## src/rtl/effect_sequencer.sv

```systemverilog
// Opcode sequencer for a decoration controller: buffers 4-bit opcodes in a small FIFO
// and plays them through an IDLE/EXEC/HOLD machine driving power, LED, sound and motion.
module effect_sequencer #(
    parameter int HOLD_CYCLES = 4,
    parameter int FIFO_DEPTH  = 4
) (
    input  logic       clk,
    input  logic       rst,
    input  logic       op_valid,
    input  logic [3:0] opcode,
    output logic       op_ready,
    output logic       enabled,
    output logic [1:0] led_color,
    output logic [1:0] sound,
    output logic [1:0] motion,
    output logic       busy,
    output logic [3:0] err_cnt
);

    localparam int AW = (FIFO_DEPTH > 1) ? $clog2(FIFO_DEPTH) : 1;
    localparam int PW = AW + 1;
    localparam logic [AW:0] PTR_ONE   = {{AW{1'b0}}, 1'b1};
    localparam logic [AW:0] DEPTH_CNT = PW'(FIFO_DEPTH);
    localparam logic [3:0]  HOLD_INIT = 4'(HOLD_CYCLES - 1);

    localparam logic [3:0] OP_ON     = 4'b0000;
    localparam logic [3:0] OP_RESET  = 4'b0001;
    localparam logic [3:0] OP_GREEN  = 4'b0100;
    localparam logic [3:0] OP_PURPLE = 4'b0101;
    localparam logic [3:0] OP_ORANGE = 4'b0110;
    localparam logic [3:0] OP_SCREAM = 4'b1000;
    localparam logic [3:0] OP_CACKLE = 4'b1001;
    localparam logic [3:0] OP_BOO    = 4'b1010;
    localparam logic [3:0] OP_WAVE   = 4'b1100;
    localparam logic [3:0] OP_JAW    = 4'b1101;
    localparam logic [3:0] OP_FOG    = 4'b1110;

    typedef enum logic [1:0] {
        S_IDLE,
        S_EXEC,
        S_HOLD
    } state_t;

    state_t      state_q, state_d;
    logic [3:0]  cur_op_q, cur_op_d;
    logic [3:0]  hold_q, hold_d;
    logic        enabled_q, enabled_d;
    logic [1:0]  led_q, led_d;
    logic [1:0]  sound_q, sound_d;
    logic [1:0]  motion_q, motion_d;
    logic [3:0]  err_q, err_d;
    logic [AW:0] wr_ptr_q, wr_ptr_d;
    logic [AW:0] rd_ptr_q, rd_ptr_d;
    logic [3:0]  fifo_q [2**AW];

    logic [AW:0] fifo_count;
    logic        fifo_empty;
    logic        fifo_full;
    logic        push;

    assign fifo_count = wr_ptr_q - rd_ptr_q;
    assign fifo_empty = (fifo_count == '0);
    assign fifo_full  = (fifo_count == DEPTH_CNT);
    // Pushes are blocked while a RESET executes so the flush cannot race a new entry.
    assign op_ready   = !fifo_full && !(state_q == S_EXEC && cur_op_q == OP_RESET);
    assign push       = op_valid && op_ready;

    always_comb begin
        state_d   = state_q;
        cur_op_d  = cur_op_q;
        hold_d    = hold_q;
        enabled_d = enabled_q;
        led_d     = led_q;
        sound_d   = sound_q;
        motion_d  = motion_q;
        err_d     = err_q;
        wr_ptr_d  = wr_ptr_q;
        rd_ptr_d  = rd_ptr_q;

        if (push) begin
            wr_ptr_d = wr_ptr_q + PTR_ONE;
        end

        case (state_q)
            S_IDLE: begin
                if (!fifo_empty) begin
                    cur_op_d = fifo_q[rd_ptr_q[AW-1:0]];
                    rd_ptr_d = rd_ptr_q + PTR_ONE;
                    state_d  = S_EXEC;
                end
            end
            S_EXEC: begin
                state_d = S_IDLE;
                case (cur_op_q)
                    OP_ON: begin
                        enabled_d = 1'b1;
                    end
                    OP_RESET: begin
                        enabled_d = 1'b0;
                        led_d     = 2'b00;
                        sound_d   = 2'b00;
                        motion_d  = 2'b00;
                        rd_ptr_d  = wr_ptr_q;
                    end
                    OP_GREEN, OP_PURPLE, OP_ORANGE: begin
                        if (enabled_q) begin
                            led_d = cur_op_q[1:0] + 2'd1;
                        end
                    end
                    OP_SCREAM, OP_CACKLE, OP_BOO: begin
                        if (enabled_q) begin
                            sound_d = cur_op_q[1:0] + 2'd1;
                            hold_d  = HOLD_INIT;
                            state_d = S_HOLD;
                        end
                    end
                    OP_WAVE, OP_JAW, OP_FOG: begin
                        if (enabled_q) begin
                            motion_d = cur_op_q[1:0] + 2'd1;
                            hold_d   = HOLD_INIT;
                            state_d  = S_HOLD;
                        end
                    end
                    default: begin
                        if (err_q != 4'hF) begin
                            err_d = err_q + 4'd1;
                        end
                    end
                endcase
            end
            S_HOLD: begin
                if (hold_q == 4'd0) begin
                    sound_d  = 2'b00;
                    motion_d = 2'b00;
                    state_d  = S_IDLE;
                end else begin
                    hold_d = hold_q - 4'd1;
                end
            end
            default: begin
                state_d = S_IDLE;
            end
        endcase
    end

    always_ff @(posedge clk or posedge rst) begin
        if (rst) begin
            state_q   <= S_IDLE;
            hold_q    <= 4'd0;
            enabled_q <= 1'b0;
            led_q     <= 2'b00;
            sound_q   <= 2'b00;
            motion_q  <= 2'b00;
            err_q     <= 4'd0;
            wr_ptr_q  <= '0;
            rd_ptr_q  <= '0;
        end else begin
            state_q   <= state_d;
            hold_q    <= hold_d;
            enabled_q <= enabled_d;
            led_q     <= led_d;
            sound_q   <= sound_d;
            motion_q  <= motion_d;
            err_q     <= err_d;
            wr_ptr_q  <= wr_ptr_d;
            rd_ptr_q  <= rd_ptr_d;
        end
    end

    // Opcode storage carries no reset; only the pointers decide what is valid.
    always_ff @(posedge clk) begin
        cur_op_q <= cur_op_d;
        if (push) begin
            fifo_q[wr_ptr_q[AW-1:0]] <= opcode;
        end
    end

    assign enabled   = enabled_q;
    assign led_color = led_q;
    assign sound     = sound_q;
    assign motion    = motion_q;
    assign err_cnt   = err_q;
    assign busy      = (state_q != S_IDLE) || !fifo_empty;

endmodule

```

## config.mk

```make
export PLATFORM = sky130hd
export DESIGN_NAME = effect_sequencer
export DESIGN_NICKNAME = d
export VERILOG_FILES = /design/src/rtl/effect_sequencer.sv
export SDC_FILE = /design/constraint.sdc
export NUM_CORES = 1
export LEC_CHECK = 0
export ABC_AREA = 0
export CORE_ASPECT_RATIO = 0.6
export CORE_MARGIN = 1
export CORE_UTILIZATION = 61
export CTS_CLUSTER_SIZE = 24
export DETAILED_ROUTE_END_ITERATION = 8
export PLACE_DENSITY = 0.9
export SYNTH_ARGS = -nofsm -noshare
export SYNTH_HDL_FRONTEND = slang
export SYNTH_SLANG_ARGS = --single-unit
```

## constraint.sdc

```tcl
create_clock -name clk -period 5.8 [get_ports clk]
set_input_delay 1.45 -clock clk [delete_from_list [all_inputs] [get_ports clk]]
set_output_delay 1.45 -clock clk [all_outputs]
set_load 0.005 [all_outputs]
```

### After elaboration in Yosys (flattened, before gate mapping)

Memories as Yosys holds them, arrays and structs flattened. A register that Yosys moved wholly into a read port is not among the register bits.
Cells that the tools add are included.

| storage, ports and cells | value |
|---|---|
| bits in registers | 23 |
| memory bits (writable) | 16 |
| bits of input ports | 7 |
| logic and storage cells | 94 |
| memories kept | 1 |

Memory list:

| name | words | width | read ports | clocked after Yosys merged registers in | write ports | line | RTL |
|---|---|---|---|---|---|---|---|
| fifo_q | 4 | 4 | 1 | 1 | 1 | 54 | `logic [3:0] fifo_q [2**AW];` |

| operators by class | value |
|---|---|
| $add $sub $neg | 6 |
| eq/ne operators | 25 |
| mux-type cells | 21 |
| bitwise logic cells | 2 |
| reduce and logical (&&, ||, !) cells | 30 |

Operators with widths:

| operator | count |
|---|---|
| == test 4 bit (second input constant) | 6 |
| case mux 2 bit (2 select lines) | 5 |
| == test 4 x 3 -> 1 bit (second input constant) | 3 |
| two-way mux 4 bit | 3 |
| != test 2 bit (second input constant) | 6 |
| AND reduction 4 bit | 3 |
| OR reduction 11 bit | 1 |
| two-way mux 2 bit | 5 |
| nonzero test 2 bit | 5 |
| AND reduction 3 bit | 3 |
| OR reduction 3 bit | 3 |
| logical NOT 4 bit | 2 |
| case mux 4 bit (2 select lines) | 1 |
| adder 3 x 1 -> 3 bit (second input constant) | 2 |
| two-way mux 3 bit | 2 |
| != test 3 x 1 -> 1 bit (second input constant) | 2 |
| != test 3 bit (second input constant) | 2 |
| case mux 2 bit (3 select lines) | 1 |
| case mux 3 bit (2 select lines) | 1 |
| AND reduction 2 bit | 3 |
| OR reduction 6 bit | 1 |
| adder 4 x 1 -> 4 bit (second input constant) | 1 |
| == test 4 x 1 -> 1 bit (second input constant) | 1 |
| != test 4 bit (second input constant) | 1 |
| 15 further kinds | 21 |

### Logic depth before layout (Yosys ltp)

| logic depth | value |
|---|---|
| word-level depth | 7 |
| depth in mapped cells | 7 |
| depth with buffers taken out | 6 |

### Worst setup path before layout

OpenSTA, ideal clock, no wires.

| timing path | value |
|---|---|
| path kind | register to output |
| start point | register rd_ptr_q[1] |
| end point | output busy |
| arrival | 1.396 ns |
| data required time | 4.350 ns |
| slack | 2.954 ns |
| cell stages (with the launch flop) | 6 |
| buffers on the path | 0 |
| cells stage by stage | dfrtp_1 > inv_1 > ha_1 > nand2_1 > nor3_1 > o21ai_0 |

| between the ends | value |
|---|---|
| cells in the longest elaborated chain, start to end | 4 |

Ends and longest elaborated chain:

| element | line | RTL |
|---|---|---|
| start: declaration | 53 | `logic [AW:0] rd_ptr_q, rd_ptr_d;` |
| start signal: assignment | 166 | `rd_ptr_q <= rd_ptr_d;` |
| subtractor 3 bit | 61 | `assign fifo_count = wr_ptr_q - rd_ptr_q;` |
| logical NOT 3 bit | 62 | `assign fifo_empty = (fifo_count == '0);` |
| logical NOT 1 bit | 183 | `assign busy = (state_q != S_IDLE) \|\| !fifo_empty;` |
| logical OR 1 bit | 183 |  |
| end: declaration | 16 | `output logic busy,` |

No other way between the ends.

### Worst setup path after layout

| timing path | value |
|---|---|
| start point | register rd_ptr_q[0] |
| end point | output busy |

The elaborated chain is that of the path after synthesis.

==> reports/metrics.yaml <==
status: "finished, final reports clean"
cts.repair.resized: 0
cap_violations: 0
insertion_delay_ps: 300
avgViaCountPerCell: 6.05
grt_pass1_vias: 1359
switching_share: 0.383
ys_warn_count: 0
synth_edf_count: 20
path_cells: "ha_1 > nand2_1 > nor3_1 > o21ai_0 > clkdlybuf4s50_1"
clk_pin_slew_ps: 80
synth-seq-area-share: 0.549
cts_sinks: 43
diodes: 0
path_class: "reg -> out"
p_switching_mw: 0.552
wl_um: 4260
slowest_stage: "dfrtp_1"
finClkSkew_ps: 5.04
ant_nets: 0
p_clk_frac: 0.156
dr.pass1.iters: 4
synthArstFlopShare: 0.535
ys_seq_elements: 43
design_area_um2: 2480
crit_arrival_ps: 2460
cts_root_buffer: "clkbuf_8"
fillCellCount: 218
io_buffer_count: 19
ff2ff_path_depth: 4
hold_buffers: 0
cts-htree-levels: 2
antenna_found_initial: 0
synthCells: 174
cts_tree: "built"
rows: 16
period_needed_ps: 3910
drive_gt1_frac: 0.118
hold_viol: 0
setup_tns_ps: 0
placed_cells: 232
cellPowerDensity_nw_per_um2: 581
seqCellArea_um2: 1180
synthToLayoutAreaGrowth_pct: 15.6
start_util: 0.648
cts_setup_buffers: 0
grt-ovfl-total: 0
cp.depth: 5
drv_slew: 0
post-route-util: 0.750
die_h_um: 47.9
setup_viol: 0
worstHoldPathCells: 1
hpwl_um: 3250
relSlewSlack: 0.333
worstPathRequired_ps: 4350
final_common_cell: "dfrtp_1"
hold_class: "reg -> reg"
netlist_area_um2: 2140
syn_nets: 194
combPwrFrac: 0.441
synth_area_per_cell_um2: 12.3
cts_buffers: 5
internal-power_mw: 0.888
grt_pass1_wl_um: 6670
startpoint_type: "register"
fmax_mhz: 256
worst_pin_slew_ps: 992
dieWidth_um: 78.5
final_cell_mix: "23 x dfrtp_1, 20 x edfxtp_1, 19 x clkdlybuf4s50_1"
worstPathMaxFanout: 8
timing.final.crit_share: 0.673
place.gp.congestion: 0.864
synth_flop_cell: "dfrtp_1"
grt_max_degree: 24
routedWlPerCell_um: 17.8
multi_input_area_um2: 896
io_pins: 20
placed_cell_area_um2: 2360
cts_buffer_depth: 2
drc_errors: 0
p_leak_nw: 1.02
synth_cell_types: 44
drtIter0Drc: 122
layout.nets: 214
via_count: 1453
critical_path_buf_inv_count: 1
grt_usage: 0.257
peakVddDrop_mv: 0.330
crit_family: "simple AND/OR/NAND/NOR gates"
dieArea_um2: 3760
cpPeakStageDelay_ps: 530
grt_setup_unrepaired: "false"
seqPwrFrac: 0.403
coreArea_um2: 3300
hold_slack_ps: 504
instances_no_fill: 240
endpoint_kind: "primary output"
## worst register-to-register path: stages (launching register included)
cell and delay (ps):
dfrtp_1 600, ha_1 330, nand2_1 170, and3b_1 250, nor4_1 820
## sequential cells by signal, summed over array words and instances (netlist names)
| name | cells |
|---|---|
| cur_op_q | 4 |
| enabled | 1 |
| err_cnt | 4 |
| fifo_q | 16 |
| hold_q | 4 |
| led_color | 2 |
| motion | 2 |
| rd_ptr_q | 3 |
| sound | 2 |
| state_q | 2 |
| wr_ptr_q | 3 |
## path summary, 6_finish.rpt
kind | from | end | slack (ps)
setup / recovery | rd_ptr_q[0]$_DFFE_PP0P_ | busy | 1890
hold / removal | hold_q[0]$_DFFE_PP0P_ | hold_q[0]$_DFFE_PP0P_ | 500
setup reg to reg | rd_ptr_q[0]$_DFFE_PP0P_ | cur_op_q[1]$_DFFE_PP_ | 3250
hold reg to reg | hold_q[0]$_DFFE_PP0P_ | hold_q[0]$_DFFE_PP0P_ | 500
max in group asynchronous | rst | sound[1]$_DFFE_PP0P_ | 3620
min in group asynchronous | rst | hold_q[0]$_DFFE_PP0P_ | 1630
## metrics by stage
| stage | setup slack [ps] | total power [mW] |
|---|---|---|
| 6_report | 1890 | 1.44 |
| 5_1_grt | 1700 | 1.54 |
| 4_1_cts | 1910 | 1.44 |
| 3_5_place_dp | 2270 | 1.21 |
| 3_3_place_gp | 2360 | 1.16 |
| 2_1_floorplan | 2950 | 0.992 |
## routing by layer
| layer | up-vias | track usage | part of all wire |
|---|---|---|---|
| li1 | 686 | - | - |
| met1 | 694 | 0.341 | 0.45 |
| met2 | 61 | 0.410 | 0.46 |
| met3 | 12 | 0.0533 | 0.065 |
| met4 | 0 | 0.148 | 0.024 |
| met5 | - | 0 | 0 |
## power groups by stage
stage	clock network (mW)	logic, mW	registers [mW]
2_1_floorplan	0	0.462	0.530
5_1_grt	0.236	0.705	0.601
4_1_cts	0.226	0.633	0.577
3_3_place_gp	0	0.586	0.569
3_5_place_dp	0	0.627	0.585
6_report	0.225	0.635	0.580
## layout make-up
cell class                      count  share of cell area
Clock buffer                        7              0.0435
Clock inverter                      1             0.00202
Inverter                           12              0.0182
Multi-Input combinational cell    113               0.362
Sequential cell                    43               0.475
Tap cell                           45              0.0227
Timing Repair Buffer               19              0.0768
## synth_stat cells, drive strengths merged (3+ instances only)
cell type | n | area (um^2)
and2 | 4 | 27.5
o21ai | 3 | 15.0
nor2 | 11 | 41.3
o311ai | 3 | 26.3
nand3 | 5 | 25.0
ha | 13 | 163
dfrtp | 23 | 576
xor2 | 3 | 33.8
mux2 | 3 | 37.5
xnor2 | 4 | 35.0
nor2b | 3 | 18.8
mux4 | 4 | 90.1
mux2i | 3 | 30.0
inv | 12 | 45.0
nand2 | 12 | 45.0
nor3b | 3 | 22.5
a21oi | 7 | 35.0
nor3 | 6 | 30.0
edfxtp | 20 | 601
clkbuf | 4 | 15.0
## logic make-up (layout without fill, tap and decap cells)
logic type	Yosys count	after routing	share of synthesized area
adders and majority gates	13	13	0.0759
DFF	43	43	0.549
xor gates and xnor gates	7	7	0.0321
muxes	10	10	0.0736
and+or+nand+nor	59	59	0.152
AOI/OAI and AO/OA	24	24	0.0847
buffers and inverters	18	39	0.0327
Power figures use the tool's default switching activity.
